[src/rtl/arbiter_demux_32_8.sv]
// Two-requester round-robin arbiter that serializes each accepted 32-bit word onto an 8-bit lane.
// Define IDLE_FILL_EN to drive 8'hBC as the idle byte instead of 8'h00.
module arbiter_demux_32_8 (
  input  logic        clk_4f,
  input  logic        reset,
  input  logic        valid_0,
  input  logic [31:0] data_in_0,
  output logic        ready_0,
  input  logic        valid_1,
  input  logic [31:0] data_in_1,
  output logic        ready_1,
  output logic [7:0]  data_out,
  output logic        valid_out,
  output logic        grant,
  output logic        busy
);

`ifdef IDLE_FILL_EN
  localparam logic [7:0] IdleByte = 8'hBC;
`else
  localparam logic [7:0] IdleByte = 8'h00;
`endif

  typedef enum logic [0:0] {StIdle, StSend} state_e;

  state_e      state_q, state_d;
  logic [1:0]  cnt_q, cnt_d;
  logic [31:0] word_q, word_d;
  logic [7:0]  data_out_q, data_out_d;
  logic        valid_out_q, valid_out_d;
  logic        busy_q, busy_d;
  logic        grant_q, grant_d;
  logic        last_q, last_d;

  logic        slot;
  logic        sel;
  logic        take;
  logic [31:0] word_in;

  always_comb begin
    slot = (state_q == StIdle) || ((state_q == StSend) && (cnt_q == 2'd3));
    // On a tie the requester not granted last wins; otherwise the lone requester wins.
    if (valid_0 && valid_1) begin
      sel = ~last_q;
    end else begin
      sel = valid_1;
    end
    take    = slot && (valid_0 || valid_1) && !reset;
    ready_0 = take && !sel;
    ready_1 = take && sel;
    word_in = sel ? data_in_1 : data_in_0;
  end

  always_comb begin
    state_d     = state_q;
    cnt_d       = cnt_q;
    word_d      = word_q;
    data_out_d  = data_out_q;
    valid_out_d = valid_out_q;
    busy_d      = busy_q;
    grant_d     = grant_q;
    last_d      = last_q;
    if (take) begin
      state_d     = StSend;
      cnt_d       = 2'd0;
      word_d      = word_in;
      grant_d     = sel;
      last_d      = sel;
      data_out_d  = word_in[31:24];
      valid_out_d = 1'b1;
      busy_d      = 1'b1;
    end else if (state_q == StSend) begin
      if (cnt_q != 2'd3) begin
        cnt_d = cnt_q + 2'd1;
        unique case (cnt_d)
          2'd1:    data_out_d = word_q[23:16];
          2'd2:    data_out_d = word_q[15:8];
          2'd3:    data_out_d = word_q[7:0];
          default: data_out_d = word_q[31:24];
        endcase
      end else begin
        state_d     = StIdle;
        cnt_d       = 2'd0;
        data_out_d  = IdleByte;
        valid_out_d = 1'b0;
        busy_d      = 1'b0;
      end
    end
  end

  always_ff @(posedge clk_4f or posedge reset) begin
    if (reset) begin
      state_q     <= StIdle;
      cnt_q       <= 2'd0;
      word_q      <= 32'h0;
      data_out_q  <= IdleByte;
      valid_out_q <= 1'b0;
      busy_q      <= 1'b0;
      grant_q     <= 1'b0;
      last_q      <= 1'b1;
    end else begin
      state_q     <= state_d;
      cnt_q       <= cnt_d;
      word_q      <= word_d;
      data_out_q  <= data_out_d;
      valid_out_q <= valid_out_d;
      busy_q      <= busy_d;
      grant_q     <= grant_d;
      last_q      <= last_d;
    end
  end

  assign data_out  = data_out_q;
  assign valid_out = valid_out_q;
  assign busy      = busy_q;
  assign grant     = grant_q;

endmodule
[config.mk]
export PLATFORM = sky130hd
export DESIGN_NAME = arbiter_demux_32_8
export DESIGN_NICKNAME = d
export VERILOG_FILES = /design/src/rtl/arbiter_demux_32_8.sv
export SDC_FILE = /design/constraint.sdc
export NUM_CORES = 1
export LEC_CHECK = 0
export BUFFER_PORTS_ARGS = -buffer_cell sky130_fd_sc_hd__buf_2
export CORE_MARGIN = 5
export CORE_UTILIZATION = 45
export DETAILED_ROUTE_END_ITERATION = 10
export PLACE_DENSITY = 0.73
export SKIP_CTS_REPAIR_TIMING = 1
export SYNTH_ARGS = -nofsm -noshare
export SYNTH_HDL_FRONTEND = slang
export SYNTH_SLANG_ARGS = --single-unit
[constraint.sdc]
create_clock -name clk_4f -period 2.7 [get_ports clk_4f]
set_input_delay 0.54 -clock clk_4f [delete_from_list [all_inputs] [get_ports clk_4f]]
set_output_delay 0.54 -clock clk_4f [all_outputs]
set_load 0.02 [all_outputs]
**After elaboration in Yosys (flattened, before gate mapping)**

Cells that the tools add are included.
W data, S select, Z words.

- Add/subtract/negate cells: 1
- Equality and inequality tests: 6
- Muxes and demuxes: 15
- Bitwise gates (word level): 2
- Reductions and logical operators: 12

Operators with widths:

| kind | number |
|---|---|
| $mux W32 | 1 |
| $mux W8 | 3 |
| $pmux W8 S3 | 1 |
| $mux W1 | 7 |
| $eq A2 B2 Y1 const B | 3 |
| $logic_and A1 B1 Y1 | 6 |
| $mux W2 | 3 |
| $ne A2 B2 Y1 const B | 2 |
| $add A2 B1 Y2 const B | 1 |
| $eq A2 B1 Y1 const B | 1 |
| $logic_not A1 Y1 | 2 |
| $logic_or A1 B1 Y1 | 2 |
| $not A1 Y1 | 2 |
| $reduce_and A2 Y1 | 1 |
| $reduce_bool A2 Y1 | 1 |

- Register bits: 46
- Output and inout port bits: 13

**Logic depth before layout (Yosys ltp)**

- Depth after elaboration: 7
- Depth in mapped cells: 7
- Mapped depth without buffers: 5

**Worst setup path after synthesis**

Ideal clock, no wire load.

- Kind: input-to-reg
- Start: in reset
- End: reg data_out_q[0] (netlist: data_out[0])
- Arrival: 2.510 ns
- Path slack: 0.103 ns
- Stages on the path: 5
- Path through: buf_2 -> inv_2 -> clkbuf_1 -> a211oi_1 -> a41oi_2

- Longest elaborated chain between the ends: 3
- Elaborated cells between the ends (all ways): 4
- Those cells by class: mux (1); reduce/logical (3)

RTL lines:

| element | RTL line | RTL |
|---|---|---|
| start, declared | 5 | `input logic reset,` |
| $logic_not A1 Y1 (no source line) * | -- |  |
| $logic_and A1 B1 Y1 * | 48 | `take = slot && (valid_0 \|\| valid_1) && !reset;` |
| $mux W8 or $reduce_bool A2 Y1 (tied branches) | -- |  |
| end signal, assigned | 96 | `data_out_q <= IdleByte;` |
| end signal, assigned | 105 | `data_out_q <= data_out_d;` |
| end, declared | 29 | `logic [7:0] data_out_q, data_out_d;` |

Every way passes the cells marked *; elsewhere a longest branch is shown, timed or not.
A chain may end at the register's enable or synchronous reset.

**Worst setup path after layout**

- Start: reg cnt_q[1]
- End: out ready_0

- Longest elaborated chain between the ends: 6

RTL lines:

| element | RTL line | RTL |
|---|---|---|
| start, declared | 27 | `logic [1:0] cnt_q, cnt_d;` |
| start signal, assigned | 103 | `cnt_q <= cnt_d;` |
| $eq A2 B2 Y1 | 41 | `slot = (state_q == StIdle) \|\| ((state_q == StSend) && (cnt_q == 2'd3));` |
| $logic_and A1 B1 Y1 | 41 |  |
| $logic_or A1 B1 Y1 | 41 |  |
| $logic_and A1 B1 Y1 (2 in a row) | 48 |  |
| $logic_and A1 B1 Y1 | 49 | `ready_0 = take && !sel;` |
| end, declared | 8 | `output logic ready_0,` |

Every way passes these cells.

==> flow_summary.ini <==
[logic_synthesis]
synthSimpleGateAreaFrac_pct = 11.0
synthArstFlopShare_pct = 100
synth_mux_area_share_pct = 0.443
synth_seq_cells = 38
synth_warnings = 0
synth.distinct_cells = 34
synth_compound_area_share_pct = 35.7
synth_area_um2 = 2260
synth-main-ff-cell = dfrtp_1
synth_cells = 200
synth-seq-area-share_pct = 42.2
synth-edff-count = 0
synth_fp_nets = 272
synth-xor-area-share_pct = 0
synth_top_family_by_area = compound AO/OA/AOI/OAI gates
syn_avg_cell_area_um2 = 11.3
synthAdderAreaFrac_pct = 2.22

[die]
start_util_pct = 47.2
die_area_um2 = 6530
chipWidth_um = 80.8
rows = 25
io_pins = 81
dieHeight_um = 80.8
core_area_um2 = 4790

[critical_path]
cp.arrival_ps = 1830
worst-setup-path-type = flip-flop to primary output
cpPeakStageDelay_ps = 440
rr_endpoint = word_q[19]$_DFFE_PP0P_
crit_chain = ha_1 > nor2b_4 > nor4b_4 > buf_2
r2r_cells = 5
cp-end-kind = primary output
ff2ff_setup_slack_ps = 800
critical_path_required_ps = 2160
crit_family = simple AND/OR/NAND/NOR gates
timing.rr.start = cnt_q[1]$_DFFE_PP0P_
crit_path_start_kind = flip-flop
path_buf_inv = 1
cpMaxStageDelayCell = ha_1
crit_path_max_fanout = 11

[cts]
cts.path.max_buffers = 2
clkLatencyLatePin_ps = 300
h-tree-depth = 2
cts_tree = yes
cts_sinks = 38
clk_pin_slew_ps = 80
ctsRootBufferMaster = clkbuf_8
cts_inserted_buffers = 5

[grt]
groute.usage.overall_pct = 19.2
first_global_vias = 2065
grt_overflow_total = 0
antenna_found_initial = 0
grt_start_max_net_pins = 39
grt_pass1_wl_um = 9700

[power]
combinationalPowerShare_pct = 48.4
p_leak_nw = 1.23
p_seq_share_pct = 35.4
ir_drop_mv = 0.489
internal-power_w = 0.00181
cellPowerDensity_nw_per_um2 = 1090
p_sw_w = 0.00119
swShare_pct = 39.6
clockPowerShare_pct = 16.2

[hold_path]
hold_class = input port to async pin

[routing]
vias = 2052
wl_um = 6210
dr.pass1.iters = 4
drc = 0
ant_nets = 0
drtIter0Drc = 172
routed_via_density = 6.14
avgRoutedWirePerCell_um = 18.6

[timing]
drv_slew = 0
finalHoldWorstSlack_ps = 312
fin_crit_ps = 2370
slew_headroom_pct = 60.0
fin_setup_tns_ps = 0
worst_clock_skew_ps = 7.19
rsz0062_at_grt = false
hold_viol_final = 0
fmax_mhz = 423
setup_viol = 0
tightest_slew_ps = 600
min_period_over_period_pct = 87.6

[outcome]
status = finished, final reports clean

[placed_design]
hpwl_um = 4390
portBuffers = 80
dp.cells = 326
globalplace.congestion = 0.716

[cells_and_area]
final_util_pct = 57.3
fill_cells = 447
instances_no_fill = 334
final_nets = 338
drive_above_1_share_pct = 41.2
area_growth_pct = 21.6
antenna_cells = 0

[flow_run]
cap_violations = 0
[cell usage in the layout, fill, tap and decap left out, types with 2 or more instances in the layout]
cell type   Yosys  final
a211o_1         8      8
a21o_1          3      3
a41oi_1         4      4
clkinvlp_4      0      2
a222oi_1        8      8
nand4_1         8      8
ha_1            4      4
nand2_1        13     13
or4_4           4      4
inv_1           2      2
o31a_1         24     24
a41oi_2         4      4
or4_1           4      4
a211oi_1        8      8
clkbuf_8        0      5
buf_2          11     80
buf_4           4      9
a221o_1        24     24
nor2_1          2      2
dfrtp_1        37     37
[power by group through the flow]
stage          clock, W  combinational (W)  sequential (W)
6_report       0.000486            0.00145         0.00106
5_1_grt        0.000516            0.00159         0.00109
4_1_cts        0.000493            0.00145         0.00105
3_5_place_dp          0            0.00144         0.00106
3_3_place_gp          0            0.00142         0.00106
2_1_floorplan         0            0.00107         0.00107
[Yosys cell counts (5+ instances only)]
| master | n | area [um2] |
|---|---|---|
| o31a_1 | 24 | 210 |
| a211oi_1 | 8 | 60.1 |
| a221o_1 | 24 | 240 |
| a211o_1 | 8 | 70.1 |
| nand4_1 | 8 | 50.1 |
| clkbuf_1 | 7 | 26.3 |
| a222oi_1 | 8 | 80.1 |
| dfrtp_1 | 37 | 926 |
| nand2_1 | 13 | 48.8 |
| buf_2 | 11 | 55.1 |
| buf_6 | 5 | 56.3 |
[per-layer routing]
layer / track usage (%) / vias to the layer above / wire [um]
met5: 0 / - / 0
met3: 4.43 / 8 / 370
met1: 25.9 / 1011 / 2730
li1: - / 958 / -
met4: 6.42 / 0 / 84
met2: 30.6 / 75 / 3020
[logic make-up after synthesis]
group,Yosys count
compound gates,86
fa+ha+maj,4
buf+inv,33
flops,38
mux,1
simple gates,38
[cell type report]
cell class / instances / area [um2] / area share (%)
multi-input combinational: 129 / 1110 / 40.6
clock buffer: 5 / 68.8 / 2.51
sequential: 38 / 952 / 34.7
timing repair buffer: 89 / 468 / 17.1
tap: 67 / 83.8 / 3.06
inverter: 3 / 11.3 / 0.410
clock inverter: 3 / 45.0 / 1.64
[sequential cells by signal, summed over array words and instances, names as in the netlist]
register / flops
busy: 1
cnt_q: 2
data_out: 8
grant: 1
last_q: 1
state_q: 1
word_q: 24
[how the worst max path moves through the flow]
| stage | slack, ps | depth (start not counted) | endpoint | from |
|---|---|---|---|---|
| 6_report | 330 | 4 | ready_0 | cnt_q[1]$_DFFE_PP0P_ |
| 5_1_grt | 220 | 4 | ready_0 | cnt_q[1]$_DFFE_PP0P_ |
| 4_1_cts | 330 | 4 | ready_0 | cnt_q[1]$_DFFE_PP0P_ |
| 3_5_place_dp | 620 | 4 | data_out[5]$_DFFE_PP0P_ | valid_0 |
| 3_3_place_gp | 650 | 4 | ready_0 | reset |
| 2_1_floorplan | 100 | 5 | data_out[0]$_DFFE_PP0P_ | reset |
[metrics by stage]
step           setup slack (ps)  area, um2  total power [W]
3_3_place_gp                645       2630          0.00249
6_report                    335       2740          0.00300
2_1_floorplan               103       2260          0.00214
4_1_cts                     333       2740          0.00300
3_5_place_dp                617       2630          0.00250
5_1_grt                     217       2740          0.00319
Note: power is estimated with default switching activity, not from simulation.
